**src/rtl/serial_to_parallel_rx.sv**
```systemverilog
// rtl/serial_to_parallel_rx.sv - serial bit stream to WIDTH-bit parallel words with sync alignment
//
// Ports:
//   clk, rst          rising-edge clock, synchronous active-high reset
//   din, din_en       serial bit, sampled only when din_en=1
//   sync              marks din as bit 0 of a word (only when din_en=1)
//   dout, dout_valid  last completed word and its valid flag
//   dout_ready        consumer accepts dout when dout_valid=1
//   busy, bit_cnt     partial word in progress / bits received so far
//   overrun, sync_err sticky error flags, cleared by err_clr
module serial_to_parallel_rx #(
  parameter int WIDTH     = 4,
  parameter bit MSB_FIRST = 1'b1
) (
  input  logic                     clk,
  input  logic                     rst,
  input  logic                     din,
  input  logic                     din_en,
  input  logic                     sync,
  output logic [WIDTH-1:0]         dout,
  output logic                     dout_valid,
  input  logic                     dout_ready,
  output logic                     busy,
  output logic [$clog2(WIDTH)-1:0] bit_cnt,
  output logic                     overrun,
  output logic                     sync_err,
  input  logic                     err_clr
);

  localparam int CW = $clog2(WIDTH);
  localparam logic [CW-1:0] LAST_BIT = CW'(WIDTH - 1);

  typedef enum logic {
    HUNT    = 1'b0,
    ALIGNED = 1'b1
  } state_t;

  state_t           state_q, state_d;
  logic [WIDTH-1:0] sh_q, sh_d;
  logic [CW-1:0]    bit_cnt_q, bit_cnt_d;
  logic [WIDTH-1:0] dout_q, dout_d;
  logic             dout_valid_q, dout_valid_d;
  logic             busy_q, busy_d;
  logic             overrun_q, overrun_d;
  logic             sync_err_q, sync_err_d;

  // Working values for the bit being accepted this cycle.
  logic             take;
  logic [WIDTH-1:0] sh_base;
  logic [CW-1:0]    cnt_base;
  logic             complete;
  logic             ovr_set;
  logic             serr_set;

  always_comb begin
    state_d      = state_q;
    sh_d         = sh_q;
    bit_cnt_d    = bit_cnt_q;
    dout_d       = dout_q;
    dout_valid_d = dout_valid_q && !dout_ready;
    take         = 1'b0;
    sh_base      = sh_q;
    cnt_base     = bit_cnt_q;
    complete     = 1'b0;
    ovr_set      = 1'b0;
    serr_set     = 1'b0;

    // In HUNT only a sync-marked bit is accepted; in ALIGNED every enabled bit is.
    take = din_en && ((state_q == ALIGNED) || sync);

    if (take) begin
      // A sync restarts the word: the partial contents are thrown away and
      // this bit is counted as bit 0.
      if (sync) begin
        sh_base  = '0;
        cnt_base = '0;
        serr_set = (state_q == ALIGNED) && (bit_cnt_q != '0);
      end

      if (MSB_FIRST) begin
        sh_d = {sh_base[WIDTH-2:0], din};
      end else begin
        sh_d = {din, sh_base[WIDTH-1:1]};
      end

      state_d  = ALIGNED;
      complete = (cnt_base == LAST_BIT);

      if (complete) begin
        bit_cnt_d = '0;
        // The output slot is free if empty or being consumed on this same edge.
        if (!dout_valid_q || dout_ready) begin
          dout_d       = sh_d;
          dout_valid_d = 1'b1;
        end else begin
          ovr_set = 1'b1;
        end
      end else begin
        bit_cnt_d = cnt_base + CW'(1);
      end
    end

    busy_d = (bit_cnt_d != '0);

    // A set on the same edge as err_clr wins.
    overrun_d  = (overrun_q && !err_clr) || ovr_set;
    sync_err_d = (sync_err_q && !err_clr) || serr_set;
  end

  always_ff @(posedge clk) begin
    if (rst) begin
      state_q      <= HUNT;
      sh_q         <= '0;
      bit_cnt_q    <= '0;
      dout_q       <= '0;
      dout_valid_q <= 1'b0;
      busy_q       <= 1'b0;
      overrun_q    <= 1'b0;
      sync_err_q   <= 1'b0;
    end else begin
      state_q      <= state_d;
      sh_q         <= sh_d;
      bit_cnt_q    <= bit_cnt_d;
      dout_q       <= dout_d;
      dout_valid_q <= dout_valid_d;
      busy_q       <= busy_d;
      overrun_q    <= overrun_d;
      sync_err_q   <= sync_err_d;
    end
  end

  assign dout       = dout_q;
  assign dout_valid = dout_valid_q;
  assign busy       = busy_q;
  assign bit_cnt    = bit_cnt_q;
  assign overrun    = overrun_q;
  assign sync_err   = sync_err_q;

endmodule

```
**config.mk**
```make
export PLATFORM = sky130hd
export DESIGN_NAME = serial_to_parallel_rx
export DESIGN_NICKNAME = d
export VERILOG_FILES = /design/src/rtl/serial_to_parallel_rx.sv
export SDC_FILE = /design/constraint.sdc
export NUM_CORES = 1
export LEC_CHECK = 0
export CORE_MARGIN = 3
export CORE_UTILIZATION = 43
export DETAILED_ROUTE_END_ITERATION = 7
export GPL_ROUTABILITY_DRIVEN = 0
export PLACE_DENSITY_LB_ADDON = 0.08
export SYNTH_ARGS = -nofsm -noshare
export SYNTH_HDL_FRONTEND = slang
export SYNTH_SLANG_ARGS = --single-unit
```
**constraint.sdc**
```tcl
create_clock -name clk -period 1.95 [get_ports clk]
set_input_delay 0.4875 -clock clk [delete_from_list [all_inputs] [get_ports clk]]
set_output_delay 0.4875 -clock clk [all_outputs]
set_load 0.02 [all_outputs]
```
# After elaboration in Yosys (flattened, before gate mapping)
# Cells that the tools add are included.
# W data, S select, Z words.
# classes
add_sub_neg,1
n_eq_ne,1
mux,13
reduce_logical,15
# ops
op,count
$mux W1,8
$mux W2,4
$logic_and A1 B1 Y1,5
$logic_or A1 B1 Y1,4
$reduce_bool A2 Y1,2
$logic_not A1 Y1,3
$mux W3,1
$reduce_and A3 Y1,1
$add A2 B1 Y2 const B,1
$eq A2 B2 Y1 const B,1
# word_totals
regBits,14
output_inout_bits,10
word_cells,38

# Logic depth before layout (Yosys ltp)
# Gate-level depths: netlist of the first run.
# logic_depth
ltp_word,7
ltp_mapped,6

# Least setup slack after synthesis of the first run
# No wires, ideal clock.
# synth_timing
kind,input-to-reg
from,input sync
to,"register dout_q[3], in the netlist dout[3]"
arrival_time_ns,1.735
setup_slack_ns,0.144
path_stages,6
path_cell_list,buf_2 nor2b_1 ha_1 o211ai_2 or4b_1 a21oi_1
# synth_between
elab_chain_len,4
word_cells_on_any_way,7
cone_classes,eq/ne (1); mux (3); reduce/logical (3)
# synth_lines
item,line,rtl
from (decl),19,"input logic sync,"
$mux W2,74,if (sync) begin
$mux W2,71,if (take) begin
$eq A2 B2 Y1,87,complete = (cnt_base == LAST_BIT);
$reduce_and A3 Y1 (no line),-,
to (signal assigned),124,dout_q <= dout_d;
to (decl),41,"logic [WIDTH-1:0] dout_q, dout_d;"
# Parallel ways exist; a longest one is shown, timed or not. The select of a mux whose other input is x is not followed.
# A chain may end at the register's enable or synchronous reset.

# Worst setup path in the final report of the first run
# Ends and elaborated chain as after synthesis.

==> impl_summary.md, run 1 <==
Outcome
The run finished with clean final reports.

Routing
The via-per-instance ratio is about 5.2. Dividing the detail-routed wire length by the instance count gives between 10 and 15 um. The detail route stage leaves a number of antenna-violating nets equal to 0. The detailed-route via count is about 520. The first detailed-routing pass took 4 iterations. After detailed routing, the total wire length is around 1300 um. The final routed DRC violation total is 0. The starting DRC count in detailed routing is 10.

CTS
The clock transition time at the flip-flop clock pins of the worst setup and hold paths is 0.07 ns. CTS built an H-tree with a depth of 1. The number of CTS-inserted buffers is 3. The clock passes through at most 2 buffers. The number of setup buffers added after CTS is 0.

The tree is rooted in a sky130_fd_sc_hd__clkbuf_4. The number of clock sinks is 14. TritonCTS built the clock tree. At the later pin of the worst-skew pair, clock insertion delay measures ~0.28 ns.

Worst setup path
The largest fanout on the critical path is 5. The slowest stage of the critical path belongs to the cell sky130_fd_sc_hd__or4b_1. The count of buffer and inverter cells on the critical path is 1. The number of stages on the worst setup path is 6. The signal on the critical path passes through clkdlybuf4s50_1 -> nor2b_1 -> ha_2 -> o211ai_2 -> or4b_1 -> a21oi_1. The endpoint arrival time on the critical path is 2.08 ns.

Grouping stages by cell kind, the critical path spends the most delay in simple AND/OR/NAND/NOR gates. The length in cells of the worst reg-to-reg path is 5. STA classifies the critical path startpoint as an input pin. For the worst setup path, the data required time is roughly 2.2 ns. The peak per-stage delay on the critical path is 0.50 ns. The worst register-to-register path ends at dout[3]$_SDFFE_PP0P_. The worst setup path is captured at a flop.

The category of the critical setup timing path is input pin to flop. The worst setup path startpoint is sync. The worst register-to-register path begins at bit_cnt[1]$_SDFF_PP0_. The setup slack of the worst register-to-register path is approximately 0.36 ns. The end of the critical path is dout[3]$_SDFFE_PP0P_.

Floorplan
The height of the die is between 40 and 50 um. The number of placement rows is 12. The initial core utilization is between 40% and 50%. In this run the horizontal extent of the chip is 42.4 um. The core region is roughly 1200 um^2. The I/O pin total is 17. The floorplan step defined a die boundary enclosing between 1500 and 2000 um^2.

Pwr
The power density of the placed cells is 640 nW/um^2. IR analysis of the VDD net gives a maximum drop of 0.000492 V. The cell leakage power is about 0.28 nW.

Placed design
The count of buffers inserted at the top-level ports is 16. The HPWL after detailed placement is about 960 um. The post-placement cell count is 96.

At the placement stage, the worst setup path has a slack of -0.189 ns.

Finish
The number of antenna cells inserted is 0. The share of the core filled with cells in the final layout is between 60 and 70%. The count of nets after finishing is between 90 and 100. The synthesis-to-finish area growth is 42.9%. The number of fill cells in the layout is 92.

In the layout the commonest cells are sky130_fd_sc_hd__clkdlybuf4s50_1, sky130_fd_sc_hd__dfxtp_1, sky130_fd_sc_hd__a21oi_1. The area of all sequential standard cells is ~280 um^2. Leaving out fill and tap cells, the most frequent cell in the layout is sky130_fd_sc_hd__clkdlybuf4s50_1. The multi-input combinational cells in the finished layout cover a total of around 280 um^2. Once layout is complete, the cells apart from fillers number just under 100. Of the cells placed in the final design, the portion with a size suffix greater than 1 is between 10% and 20%.

Timing
Adding up every negative setup slack in the final design gives 0 ns. The time the worst path needs with I/O delays and setup is between 1.5 and 2 ns. Setup repair after global routing left no endpoint under its margin. In the finished design, the share of the clock period the worst path needs comes to a little over nine tenths. Setup violations remaining at the end of the flow were counted as 0. At the pin with the least slew margin, the transition time is a little over 0.5 ns. The clock skew after layout is between 0.003 and 0.004 ns. The number of hold-slack violations in the final timing report is 0.

The count of pins over their slew limit is 0. Based on the critical path, the design can be clocked at up to approximately 530 MHz. The final worst-path setup slack is between 0.07 and 0.08 ns. The relative max-transition margin is between 60% and 70%.

Logic synthesis
Yosys printed 0 warnings. By area the synthesized netlist is led by sky130_fd_sc_hd__dfxtp_1, sky130_fd_sc_hd__a21oi_1, sky130_fd_sc_hd__or4b_1. The cell count after synthesis is 63. In this run the biggest area consumer among cell types represents between 40 and 50% of the synthesized area. Summing the sequential cell areas from Yosys gives between 40% and 50% of the chip area.

In this run the mean area of a mapped cell was 9.04 um^2. The count of state elements after synthesis is 14. Synthesis produced a netlist with a net count of roughly 70. The cell area after technology mapping is around 570 um^2.

The post-synthesis cell type count is 21. The count of flip-flops with a built-in enable after synthesis is 0. The fraction of synthesis flops using an asynchronous set or reset pin is 0%. Summed over all instances, the cell type with the most area after synthesis is sky130_fd_sc_hd__dfxtp_1. For this run, the leading register cell type out of synthesis is sky130_fd_sc_hd__dfxtp_1.

GRT
The first-pass GRT wire length is ~2100 um. The remaining global-route overflow is 0. Entering global routing, the biggest net connects 15 pins. The via count of the first global-routing pass is 442.

The number of antenna violations at the first check in global routing is 0. The combined global-route utilization of all metal layers is between 15 and 20%.

Job
The tool flagged a number of max-cap violations equal to 0.

Worst hold path
The class of the tightest hold or removal check is flop to flop.
## cell usage after synthesis, drive strengths merged (2+ instances only)
master  number
nor2b        3
nand2b       3
buf          2
nor2         3
o21ai        5
or4b         3
nand3b       2
dfxtp       14
nand2        6
a21oi       11
## metrics by stage
stage,total power (W),hold slack [ns],cell area [um^2]
after floorplan,0.000336,0.431,569
after global placement,0.000369,0.439,778
after detailed placement,0.000371,0.454,778
after CTS,0.000527,0.465,801
after global routing,0.000545,0.492,813
final,0.000521,0.466,813
## repair_timing
| item | 4_1_cts | 5_1_grt |
|---|---|---|
| setup endpoints to repair | 0 | 1 |
| hold endpoints to repair | 0 | 0 |
| resized for setup | 0 | 4 |
| hold buffers | 0 | 0 |
## metal layers
metal  wire length (um)  track usage [%]
met5                  0                0
met4                 14             3.73
met3                 77             8.15
met2                587             24.0
met1                606             18.8
## area by class of cell
class / instances / share of cell area, %
multi-input combinational: 45 / 34.9
sequential: 14 / 34.5
timing repair buffer: 22 / 25.2
clock buffer: 3 / 2.77
tap: 14 / 2.15
inverter: 1 / 0.462
## worst reg2reg max path, delay by kind of cell, from the launching register on
kind            cells  cell delay [ns]
simple gates        2             0.67
flops               1             0.39
compound gates      2             0.27
fa+ha+maj           1             0.20
## registers in the layout, indices dropped and copies added, names as in the netlist
register    cells
dout_valid      1
sync_err        1
busy            1
overrun         1
state_q         1
sh_q            3
dout            4
bit_cnt         2
## cells by family (layout without fill, tap and decap cells)
logic type | Yosys count | after routing | share of synthesized area [%]
AND/OR/NAND/NOR | 23 | 23 | 23.3
AO/OA/AOI/OAI | 21 | 21 | 22.2
flip-flops | 14 | 14 | 49.2
adder cells (fa/ha/maj) | 1 | 1 | 2.20
buffers and inverters | 4 | 26 | 3.08
## worst min path at each step
stage / startpoint / to / slack (ns) / cells after the start
after floorplan: sh_q[2]$_SDFFE_PP0P_ / sh_q[2]$_SDFFE_PP0P_ / 0.43 / 2
after global placement: sh_q[2]$_SDFFE_PP0P_ / sh_q[2]$_SDFFE_PP0P_ / 0.44 / 2
after detailed placement: sh_q[2]$_SDFFE_PP0P_ / sh_q[2]$_SDFFE_PP0P_ / 0.45 / 2
after CTS: sh_q[2]$_SDFFE_PP0P_ / sh_q[2]$_SDFFE_PP0P_ / 0.47 / 2
after global routing: dout[3]$_SDFFE_PP0P_ / dout[3]$_SDFFE_PP0P_ / 0.49 / 2
final: sh_q[2]$_SDFFE_PP0P_ / sh_q[2]$_SDFFE_PP0P_ / 0.47 / 2
## power breakdown
group | total, W | internal, W | leakage (nW) | switching [W]
sequential | 0.000300 | 0.000293 | 0.114 | 0.00000629
clock | 0.000156 | 0.0000717 | 0.0138 | 0.0000842
combinational | 0.0000655 | 0.0000336 | 0.149 | 0.0000319
(Power assumes the default switching activity.)
==> run 2, diff against run 1 <==
--- a/config.mk
+++ b/config.mk
@@ -6,7 +6,7 @@
 export NUM_CORES = 1
 export LEC_CHECK = 0
 export CORE_MARGIN = 3
-export CORE_UTILIZATION = 43
+export CORE_UTILIZATION = 37
 export DETAILED_ROUTE_END_ITERATION = 7
 export GPL_ROUTABILITY_DRIVEN = 0
 export PLACE_DENSITY_LB_ADDON = 0.08
==> impl_summary.md, run 2 (synthesis results as in run 1) <==
Floorplan
The number of placement rows was 13 (+1). The initial core utilization came to 41.7% (-6.9 points). The overall die width is 45.2 um (+6.7%).

The floorplan die area is 2050 um^2 (+14%). The core outline area came to 1370 um^2 (+17%). The height of the die is 45.2 um (+6.7%). The I/O pin total came to 17 (unchanged).

Pwr
The power density of the placed cells is 688 nW/um^2 (+7.4%). The maximum vdd drop came to 0.000522 V (+6.0%). The cell leakage power is 0.298 nW (+7.9%).

GRT
The via count of the first global-routing pass was 488 (+10%). The first-pass GRT wire length was 2110 um (+0.67%). The combined global-route utilization of all metal layers is 14.6% (-0.91 points).

The number of antenna violations at the first check in global routing came to 0 (unchanged). The largest net degree at the start of global routing is 15 (unchanged). The remaining global-route overflow is 0 (unchanged).

Worst setup path
The worst path required time came to 1.46 ns (-0.70 ns). The launching element type of the critical path is a flop. The largest fanout on the critical path came to 5 (unchanged). The count of buffer and inverter cells on the critical path is 1 (unchanged). The category of the critical setup timing path is flop to primary output.

The endpoint arrival time on the critical path is 1.31 ns (-0.77 ns). The setup slack of the worst register-to-register path is 0.34 ns (-0.02 ns). The kind of cell with the highest combined delay along the critical path is buffers and inverters. On the critical path, the stage with the largest delay is an instance of sky130_fd_sc_hd__clkdlybuf4s50_1. The peak per-stage delay on the critical path is 0.63 ns (+0.13 ns). The critical path goes through clkdlybuf4s50_1.

The worst setup path is captured at a primary output.

Finish
The number of antenna cells inserted is 0 (unchanged). In the layout the commonest cells are sky130_fd_sc_hd__clkdlybuf4s50_1, sky130_fd_sc_hd__dfxtp_1, sky130_fd_sc_hd__a21oi_1. The library cell used most frequently in the layout, excluding fill and tap cells, is sky130_fd_sc_hd__clkdlybuf4s50_1. The synthesis-to-finish area growth is 45.5%. The flip-flop count of the largest register, all copies and words added was 4 (unchanged).

The share of cells above drive strength 1 came to 16.1% (-1.6 points). The post-layout instance area was 828 um^2 (+1.8%). The count of nets after finishing is 96 (+1.1%). The number of fill cells in the layout is 133 (+45%).

Routing
The via-per-instance ratio came to 5.24 (+0.25%). The starting DRC count in detailed routing came to 4 (-6). The detailed-route via count is 534 (+3.3%). The total routed wirelength is 1280 um (-0.62%). The final routed DRC violation total is 0 (unchanged). The number of nets still failing antenna checks after routing is 0 (unchanged).

The detailed-router iteration count before antenna repair is 4 (unchanged). The final routed wire length divided by cell count was 12.5 um (-3.5%).

Timing
The time the worst path needs with I/O delays and setup is 1.79 ns (-0.0812 ns). The final hold slack is 0.460 ns (-0.00591 ns). The portion of the clock cycle consumed by the worst path in the final layout is 92.0% (-4.2 points). The measured slew at the worst slew-check pin is 0.502 ns (-0.00818 ns). The clock skew after layout is 0.00353 ns (-0.000179 ns). The count of final setup violators came to 0 (unchanged). The count of pins over their slew limit came to 0 (unchanged).

The relative max-transition margin is 66.4% (+0.55 points). The final worst-path setup slack was 0.156 ns (+0.0812 ns). Setup repair after global routing left no endpoint under its margin. The number of hold-slack violations in the final timing report came to 0 (unchanged). The top achievable clock speed is 557 MHz (+4.5%).

Job
The max capacitance violation total is 0 (unchanged).

CTS
The clock latency reported for the late side of the worst-skew pair is 0.28 ns (about the same). The clock transition time at the flip-flop clock pins of the worst setup and hold paths is 0.08 ns (about the same). The number of levels in the clock H-tree is 1 (unchanged). The CTS tree is yes. The number of clock sinks is 14 (unchanged). The cell at the root of the clock tree is sky130_fd_sc_hd__clkbuf_4.

The number of CTS-inserted buffers is 3 (unchanged). The number of buffers added to fix hold violations after cts came to 0 (unchanged). The maximum buffer depth of the clock tree was 2 (unchanged).

Placed design
The post-place setup slack is -0.243 ns (-0.0534 ns). The placed instance area is 787 um^2 (+1.1%). The HPWL after detailed placement is 992 um (+3.2%). The count of buffers inserted at the top-level ports is 16 (unchanged).

Outcome
The flow ran to the end, and the final reports show no timing, DRC or antenna violations.

Worst hold path
The min-delay analysis places its worst path in the category flop to flop.
[run 2: worst paths after layout]
kind,cells after the start,end,from
worst max register to register,5,dout[3]$_SDFFE_PP0P_,bit_cnt[0]$_SDFF_PP0_
worst min register to register,2,sh_q[2]$_SDFFE_PP0P_,sh_q[2]$_SDFFE_PP0P_
worst max-delay path,1,bit_cnt[1],bit_cnt[1]$_SDFF_PP0_
worst min-delay path,2,sh_q[2]$_SDFFE_PP0P_,sh_q[2]$_SDFFE_PP0P_
[run 2: area by class of cell]
type,instances,area (um^2),share of cell area [%]
well taps,15,18.8,2.27
clock buffers,4,36.3,4.38
flip-flops and latches,14,280,33.8
repair buffers,23,215,26.0
inverters,1,3.75,0.453
multi-input cells,45,274,33.1
[run 2: power breakdown]
group	internal, W	total, W	switching [W]
Combinational	0.0000330	0.0000638	0.0000308
Sequential	0.000293	0.000300	0.00000706
Clock	0.000114	0.000205	0.0000918
[run 2: metrics by stage]
stage,util (%),setup TNS (ns),power (W),std cells
detailed placement,57.6,-0.646,0.000371,98
floorplan,-,0,0.000336,63
global placement,57.6,-0.459,0.000369,98
CTS,60.3,0,0.000577,102
global route,60.6,0,0.000598,102
finish,60.6,0,0.000570,102
[run 2: timing repair]
| action | in CTS | in global routing |
|---|---|---|
| buffers inserted | 0 | 0 |
| endpoints found under the setup margin | 0 | 1 |
| gates resized for setup | 0 | 2 |
[run 2: routing by layer]
layer	track usage (%)	wire length [um]	vias to the layer above
met3	4.78	67	2
li1	-	-	277
met2	23.2	625	15
met1	17.6	571	240
met5	0	0	-
met4	7.02	13	0
